File: src/rtl/pipe_stage_skid.sv
// Generic pipeline stage register with a valid/ready handshake and an optional
// one-entry skid buffer.
//
// Parameters
//   WIDTH        payload width in bits
//   SKID         1: two-entry elastic stage, in_ready_o registered
//                0: single register, in_ready_o combinational from out_ready_i
//   CLR_PAYLOAD  1: payload registers cleared on flush; 0: payload held, valids cleared
//
// Ports
//   clk, rst           clock and synchronous active-high reset
//   flush_i            flush, only honoured when out_ready_i is high (stall wins)
//   exception_flush_i  flush, always honoured
//   in_valid_i/in_ready_o/in_data_i     upstream handshake and payload
//   out_valid_o/out_ready_i/out_data_o  downstream handshake and payload (main register)
//   occupancy_o        number of held beats (0..2)
module pipe_stage_skid #(
  parameter int unsigned WIDTH       = 256,
  parameter int unsigned SKID        = 1,
  parameter int unsigned CLR_PAYLOAD = 1
) (
  input  logic             clk,
  input  logic             rst,
  input  logic             flush_i,
  input  logic             exception_flush_i,
  input  logic             in_valid_i,
  output logic             in_ready_o,
  input  logic [WIDTH-1:0] in_data_i,
  output logic             out_valid_o,
  input  logic             out_ready_i,
  output logic [WIDTH-1:0] out_data_o,
  output logic [1:0]       occupancy_o
);

  logic             main_valid_q, main_valid_d;
  logic             skid_valid_q, skid_valid_d;
  logic [WIDTH-1:0] main_q, main_d;
  logic [WIDTH-1:0] skid_q, skid_d;
  logic             kill;

  // A stalled flush has no effect; the exception flush always kills.
  assign kill = exception_flush_i | (flush_i & out_ready_i);

  always_comb begin
    if (SKID != 0) begin
      in_ready_o = ~skid_valid_q;
    end else begin
      in_ready_o = ~main_valid_q | out_ready_i;
    end
  end

  always_comb begin
    main_valid_d = main_valid_q;
    skid_valid_d = skid_valid_q;
    main_d       = main_q;
    skid_d       = skid_q;
    if (kill) begin
      // Held entries and any same-cycle input beat are dropped.
      main_valid_d = 1'b0;
      skid_valid_d = 1'b0;
      if (CLR_PAYLOAD != 0) begin
        main_d = '0;
        skid_d = '0;
      end
    end else if (skid_valid_q) begin
      // Full: input is refused, skid refills main once downstream drains.
      if (out_ready_i) begin
        main_d       = skid_q;
        skid_valid_d = 1'b0;
      end
    end else if (main_valid_q) begin
      if (out_ready_i) begin
        if (in_valid_i) begin
          main_d = in_data_i;
        end else begin
          main_valid_d = 1'b0;
        end
      end else if (in_valid_i && (SKID != 0)) begin
        skid_d       = in_data_i;
        skid_valid_d = 1'b1;
      end
    end else if (in_valid_i) begin
      main_d       = in_data_i;
      main_valid_d = 1'b1;
    end
  end

  // Payload is always zeroed on reset so outputs are X-free for either CLR_PAYLOAD.
  always_ff @(posedge clk) begin
    if (rst) begin
      main_valid_q <= 1'b0;
      skid_valid_q <= 1'b0;
      main_q       <= '0;
      skid_q       <= '0;
    end else begin
      main_valid_q <= main_valid_d;
      skid_valid_q <= skid_valid_d;
      main_q       <= main_d;
      skid_q       <= skid_d;
    end
  end

  assign out_valid_o = main_valid_q;
  assign out_data_o  = main_q;
  assign occupancy_o = {1'b0, main_valid_q} + {1'b0, skid_valid_q};

  a_skid_implies_main: assert property (@(posedge clk) disable iff (rst)
    skid_valid_q |-> main_valid_q);
  a_no_skid_when_disabled: assert property (@(posedge clk) disable iff (rst)
    (SKID == 0) |-> !skid_valid_q);

endmodule
File: config.mk
export PLATFORM = sky130hd
export DESIGN_NAME = pipe_stage_skid
export DESIGN_NICKNAME = d
export VERILOG_FILES = /design/src/rtl/pipe_stage_skid.sv
export SDC_FILE = /design/constraint.sdc
export NUM_CORES = 1
export LEC_CHECK = 0
export BUFFER_PORTS_ARGS = -buffer_cell sky130_fd_sc_hd__buf_2
export CAP_MARGIN = 20
export CORE_MARGIN = 5
export CORE_UTILIZATION = 50
export DETAILED_ROUTE_END_ITERATION = 7
export HOLD_SLACK_MARGIN = 0.15
export PLACE_DENSITY_LB_ADDON = 0.2
export SYNTH_ARGS = -nofsm -noshare
export SYNTH_HDL_FRONTEND = slang
export SYNTH_SLANG_ARGS = --single-unit
File: constraint.sdc
create_clock -name clk -period 5.2 [get_ports clk]
set_clock_uncertainty 0.1 [all_clocks]
set_input_delay 0.26 -clock clk [delete_from_list [all_inputs] [get_ports clk]]
set_output_delay 0.26 -clock clk [all_outputs]
set_load 0.02 [all_outputs]
Word-level counts from Yosys, hierarchy flattened
Cells that the tools add are included.
Operators by class
  muxes and demuxes: 12
  bitwise logic cells: 4
  $add $sub $neg: 1
  reduce and logical (&&, ||, !) cells: 3
  equality and inequality tests: 2
Operator list (number)
  two-way mux 256 bit: 5
  two-way mux 1 bit: 7
  != test 2 bit (second input constant): 2
  AND reduction 4 bit: 1
  adder 1 x 1 -> 2 bit: 1
  NOT 1 bit: 2
  AND reduction 2 bit: 1
  OR reduction 2 bit: 1
  AND 1 bit: 1
  bitwise OR 1 bit: 1
Word-level totals
  flip-flop bits (word level): 514
  word-level logic and storage cells: 26
  output and inout bits: 260
  input bits: 262

Depth between registers and ports, before layout
Gate-level depths: netlist (run 1).
  word-level depth: 4
  gate-level depth with buffers: 11
  depth with buffers taken out: 5

Worst setup path after synthesis (run 1)
Ideal clock, no wire load.
  path kind: reg2reg
  from: register skid_valid_q
  to: register skid_q[189]
  data arrival time: 2.158 ns
  data required time: 5.030 ns
  stages on the path, launching flop included: 11
  buffers on the path: 5
  slack: 2.872 ns
  setup time: 0.070 ns
  clock period less this slack: 2.328 ns
  cells stage by stage: dfxtp_1 > buf_6 > buf_2 > buf_2 > inv_2 > ha_1 > nand3b_1 > clkbuf_1 > clkbuf_1 > nand2_1 > a21oi_1
Between the ends
  cells in the longest elaborated chain, start to end: 2
RTL lines
  start: declaration: line 36  | logic skid_valid_q, skid_valid_d;
  start signal: assignment: line 97  | skid_valid_q <= skid_valid_d;
  NOT 1 bit (no source line)
  via in_ready_o: line 27  | output logic in_ready_o,
  AND reduction 4 bit (no source line)
  end signal: assignment: line 99  | skid_q <= skid_d;
  end: declaration: line 38  | logic [WIDTH-1:0] skid_q, skid_d;
The timed path passes the listed nets, and every way through them passes these cells.
A chain may end at the register's enable or synchronous reset.

Worst setup path in the final report (run 1)
  from: register skid_valid_q
  to: register main_q[5] (netlist: out_data_o[5])
Between the ends
  cells in the longest elaborated chain, start to end: 2
  elaborated cells between the ends (all ways): 3
  those cells by class: eq/ne (1); mux (1); reduce/logical (1)
RTL lines
  != test 2 bit (no source line)
  AND reduction 2 bit (no source line)
  end signal: assignment: line 98  | main_q <= main_d;
  end: declaration: line 37  | logic [WIDTH-1:0] main_q, main_d;
Several ways; a longest one is shown, not always the timed one.

==> metrics.txt, run 1 <==
Setup crit start skid_valid_q; commonest non-fill, non-tap cell in the layout buf_2; GPL Wtd Cong 0.840; port bufs between 500 and 600; TritonCTS buffer count 54; end point of the critical path out_data_o[5]; Sequential cell area a little over 10000 um2; Core ar. 42900 um2; Synth Register Bits 514; # rows 76; die width 218 um; Worst-Skew Late Latency approximately 590 ps; fin nets 3206; R2R cell count 4; Non-Filler Instances 3577; Tcrit/Tclk final 61.8%; Final Util 67.1%; CP Max Fanout 52; RSZ-0062 raised after global routing false; gr ovfl total 0; post-route setup TNS 0 ps; power per cell area 311 nW/um2; CTS tree done; Pwr Total 8.97 mW; CP top delay family simple AND/OR/NAND/NOR gates; Worst VDD drop 244 uV; via count roughly 20000; status completed; Multi-input gate area 10300 um2; slowest CP cell and2_4; dpl cells about 3200; worst hold path type reg -> reg; Peak Freq 0.311 GHz; Lkg Pwr ~10 nW; critical path's largest stage delay slightly below 900 ps; Slew Limit Fails 0; number of global-route vias before repair 19700; Crit path required time ~5500 ps; clock sinks 514; clock tree buffer depth 3; most frequent cells in the layout buf_2, a21oi_1, nand2_1, dfxtp_1, dlygate4sd3_1; syn nets ~2600; Worst R2R End out_data_o[5]; fill count 3261; largest net degree at the start of global routing ~180; clock root cell clkbuf_16; WP data arrival roughly 3500 ps; total of warnings raised by yosys 0; final setup margin about 2000 ps; Netlist cell types 22; Setup violations, final 0; Layout area overhead 33.1%; drt pass-1 iters 5; total die area 47500 um2; sequential fraction of the synthesis area 47.6%; Hold Vio Cnt, Final 0; wire length per cell 19.2 um; Worst-Margin Slew roughly 1200 ps; crit path cell chain or2_4, and2_4, buf_4, a211oi_1; post-route antenna net violation count 0; Syn Std Cell Area 21600 um2; Slew HR 18.1%; crit end category flip-flop; DRC Markers 0; Cells after Synth 2295; number of top-level pins 522; Initial DRC Count 1591; first-pass GRT wire length 107000 um; Starting Density 50.4%; layout cells sized above 1 between 20% and 30%; crit path buf inv count 1; CP startpoint kind flip-flop; initial antenna violation count 3; Chip Height approximately 220 um; post-CTS setup buffers 0; hold_sp skid_q[8]; Stages on worst setup path 4; Routed WL 68800 um; Worst R2R Start skid_valid_q; post-DP HPWL 41000 um; vias per inst 5.52; GRT Util Overall 27.4%; reg2reg setup slack 1990 ps; Mean Syn Cell Area 9.42 um2; Tmin final approximately 3200 ps; Max-cap violations 0; clock transition at the registers of the reported paths roughly 60 ps; H-tree depth 2; kind of critical path reg -> reg; Place WS roughly 2000 ps
-- tightest hold or removal path, delay by kind of cell, from the launching register on --
kind,cells,cell delay (ps)
AO/OA/AOI/OAI,1,50
flip-flops,1,310
AND/OR/NAND/NOR,1,50
-- synthesized netlist by cell type (all sizes together) --
cell    instances  area [um2]
a21oi         514        2570
and3b           1        8.76
nor3            1        5.00
ha              2        25.0
and2            1        6.26
mux2i         256        2560
a211o           1        8.76
nand2         513        1930
a211oi        256        3120
or2             1        6.26
nand3b          1        7.51
inv             3        11.3
o21ai           1        5.00
clkbuf        159         597
dfxtp         514       10300
o21bai          1        11.3
buf            70         459
-- through the flow --
stage	area [um2]	hold slack, ps
floorplan	21600	239
global placement	24200	341
detailed placement	24200	346
CTS	28800	323
global route	28800	350
finish	28800	352
-- state kept, by name, indices dropped and copies added (netlist names) --
register / flops
skid_q: 256
out_valid_o: 1
skid_valid_q: 1
out_data_o: 256
-- cell families (layout without fill, tap and decap cells) --
| kind of cell | count (synthesis) | in the layout | share of synthesized area [%] |
|---|---|---|---|
| other | 0 | 7 | 0 |
| and+or+nand+nor | 518 | 518 | 9.06 |
| adders and majority gates | 2 | 2 | 0.116 |
| buffers and inverters | 232 | 922 | 4.94 |
| AOI/OAI and AO/OA | 773 | 773 | 26.5 |
| DFF | 514 | 514 | 47.6 |
| muxes | 256 | 256 | 11.8 |
-- power breakdown --
| group | leakage, nW | switching (mW) | internal (mW) | total, mW |
|---|---|---|---|---|
| logic | 5.35 | 0.609 | 0.421 | 1.03 |
| clock network | 0.881 | 1.60 | 2.27 | 3.86 |
| registers | 4.17 | 0.0513 | 4.02 | 4.07 |
-- worst min path at each step --
stage          cells after the start  slack, ps           end
6_report                           2        350     skid_q[8]
4_1_cts                            4        320   skid_q[170]
3_5_place_dp                       2        350    skid_q[62]
2_1_floorplan                      1        240  skid_valid_q
3_3_place_gp                       2        340    skid_q[94]
5_1_grt                            4        350    skid_q[64]
-- final cells by class --
type                       instances  share of cell area (%)
sequential                       514                    35.8
timing repair buffer             820                    19.6
tap                              585                    2.54
antenna                            7                  0.0608
clock buffer                      80                    5.66
inverter                           3                  0.0391
clock inverter                    19                   0.574
multi-input combinational       1549                    35.7
-- per-layer routing --
| layer | GRT usage, % | vias to the layer above | routed length, um |
|---|---|---|---|
| met5 | 0 | - | 0 |
| met4 | 12.1 | 0 | 3050 |
| met3 | 6.79 | 185 | 4870 |
| met2 | 46.2 | 722 | 33600 |
| met1 | 33.2 | 9486 | 27300 |
| li1 | - | 9361 | - |
-- repair_timing --
action | 4_1_cts | 5_1_grt
endpoints found under the hold margin | 514 | 0
hold buffers | 273 | 0
resized for setup | 0 | 0
No activity file was read; power rests on OpenSTA's default activity.
==> inputs of run 2 (changes only) <==
--- a/config.mk
+++ b/config.mk
@@ -8,7 +8,7 @@
 export BUFFER_PORTS_ARGS = -buffer_cell sky130_fd_sc_hd__buf_2
 export CAP_MARGIN = 20
 export CORE_MARGIN = 5
-export CORE_UTILIZATION = 50
+export CORE_UTILIZATION = 49
 export DETAILED_ROUTE_END_ITERATION = 7
 export HOLD_SLACK_MARGIN = 0.15
 export PLACE_DENSITY_LB_ADDON = 0.2
==> constraint.sdc (replaced) <==
create_clock -name clk -period 2.8 [get_ports clk]
set_clock_uncertainty 0.1 [all_clocks]
set_input_delay 0.14 -clock clk [delete_from_list [all_inputs] [get_ports clk]]
set_output_delay 0.14 -clock clk [all_outputs]
set_load 0.02 [all_outputs]
==> run 2 against run 1 <==
  * Setup slack got worse by 1800 ps
  * Cell area increased by 1.1%
  * Sequential cell count unchanged
  * Critical path depth increased by 2
  * First-iteration DRC count increased by 10%
  * Register-to-register slack got worse by 1800 ps
  * Utilization decreased by 0.90 points
  * Via count increased by 0.40%
  * Critical endpoint is now skid_q[240]
  * Critical path type unchanged
  * Global-route usage decreased by 0.45 points
  * Sequential power increased by 86%
  * Cell count increased by 0.67%
  * Fmax increased by 25%
==> metrics.txt, run 2 (synthesized netlist as in run 1, its figures left out) <==
fin nets 3222; Worst-Margin Slew roughly 1000 ps; initial antenna violation count 7; Worst R2R Start out_valid_o; RSZ-0062 raised after global routing false; largest net degree at the start of global routing 159; Final Util roughly 66%; wire length per cell 19.2 um; Worst-Skew Late Latency 580 ps; slowest CP cell dlygate4sd3_1; Chip Height between 200 and 250 um; power per cell area about 570 nW/um2; CTS tree done; WP data arrival 2990 ps; Hold Vio Cnt, Final 0; Layout area overhead 34.6%; first-pass GRT wire length 107000 um; DRC Markers 0; H-tree depth 2; clock sinks 514; post-route antenna net violation count 0; port bufs 521; Place WS 841 ps; vias per inst 5.51; kind of critical path reg -> reg; Worst R2R End skid_q[240]; Setup violations, final 0; clock tree buffer depth 3; post-DP HPWL 41300 um; Initial DRC Count 1758; crit path cell chain ha_1, and3b_4, buf_12, nand2_1, a21oi_1, dlygate4sd3_1; layout cells sized above 1 29.7%; die width 220 um; final setup margin between 200 and 250 ps; Stages on worst setup path 6; Crit path required time 3220 ps; Worst VDD drop 514 uV; critical path's largest stage delay 570 ps; CP top delay family buffers and inverters; # rows between 70 and 80; Routed WL just under 70000 um; Tmin final around 2600 ps; clock root cell clkbuf_16; status completed; Tcrit/Tclk final 91.9%; Core ar. 43900 um2; post-route setup TNS 0 ps; number of top-level pins 522; Lkg Pwr about 11 nW; gr ovfl total 0; GPL Wtd Cong approximately 0.8; Setup crit start out_valid_o; most frequent cells in the layout buf_2, a21oi_1, nand2_1, dfxtp_1, dlygate4sd3_1; commonest non-fill, non-tap cell in the layout buf_2; CP startpoint kind flip-flop; Peak Freq slightly below 0.4 GHz; reg2reg setup slack 230 ps; TritonCTS buffer count 53; crit end category flip-flop; via count 19800; worst hold path type in -> reg; crit path buf inv count 2; post-CTS setup buffers 0; Slew Limit Fails 0; end point of the critical path skid_q[240]; clock transition at the registers of the reported paths ~60 ps; number of global-route vias before repair 19800; Max-cap violations 0; R2R cell count 6; drt pass-1 iters 7; fill count 3421; CP Max Fanout approximately 120; Slew HR 33.4%; Starting Density roughly 49%; GRT Util Overall ~27%; total die area 48400 um2
## run 2: cell types whose count changed in the layout (fill, tap and decap cells not counted)
| cell | before | now |
|---|---|---|
| buf_12 | 9 | 24 |
| buf_4 | 17 | 12 |
| bufinv_16 | 2 | 4 |
| clkbuf_1 | 9 | 8 |
| clkbuf_16 | 55 | 53 |
| clkbuf_8 | 16 | 13 |
| clkinv_2 | 10 | 14 |
| clkinv_4 | 0 | 1 |
| clkinvlp_4 | 5 | 1 |
| diode_2 | 7 | 11 |
| dlygate4sd3_1 | 273 | 280 |
| inv_6 | 2 | 1 |
## run 2: repair_timing
| item | in CTS | in global routing |
|---|---|---|
| resized for setup | 0 | 0 |
| hold buffers | 280 | 0 |
| endpoints found under the hold margin | 514 | 0 |
## run 2: worst min-delay path by stage
stage	cells past startpoint	slack (ps)	from	endpoint
after floorplan	1	120	out_ready_i	skid_valid_q
after global placement	3	290	in_data_i[244]	skid_q[244]
after detailed placement	3	300	in_data_i[244]	skid_q[244]
after CTS	4	210	in_data_i[19]	skid_q[19]
after global routing	4	240	in_data_i[107]	skid_q[107]
final	4	250	in_data_i[39]	skid_q[39]
## run 2: worst reg2reg max path: cells and delay by family, from the launching register on
kind            cells  cell delay [ps]
compound gates      1              170
fa+ha+maj           1              230
buf+inv             2              990
flops               1              460
simple gates        2              570
## run 2: report_power, final
group | total, mW | switching (mW) | internal [mW] | leakage (nW)
clock | 7.10 | 2.92 | 4.18 | 0.876
sequential | 7.56 | 0.0887 | 7.47 | 4.17
combinational | 1.96 | 1.15 | 0.814 | 5.59
## run 2: cell type report
cell class / instances / area, um2 / area share [%]
inverter: 3 / 11.3 / 0.0387
timing repair buffer: 837 / 5980 / 20.6
multi-input combinational: 1549 / 10300 / 35.4
antenna: 11 / 27.5 / 0.0946
clock buffer: 74 / 1540 / 5.28
clock inverter: 21 / 215 / 0.740
tap: 592 / 741 / 2.55
sequential: 514 / 10300 / 35.4
## run 2: layer usage
layer	GRT usage (%)	up-vias	routed length (um)
met5	0	-	0
met4	12.2	0	3040
met3	6.35	181	4830
met2	44.5	715	33400
met1	33.5	9552	28000
li1	-	9386	-
## run 2: metrics by stage
step | std cells | hold slack [ps] | instance area (um2) | total power [mW]
6_report | 3601 | 254 | 29100 | 16.6
2_1_floorplan | 2295 | 119 | 21600 | 8.72
5_1_grt | 3596 | 237 | 29100 | 17.2
3_5_place_dp | 3215 | 297 | 24500 | 9.35
4_1_cts | 3590 | 213 | 29100 | 16.7
3_3_place_gp | 3215 | 291 | 24500 | 9.31
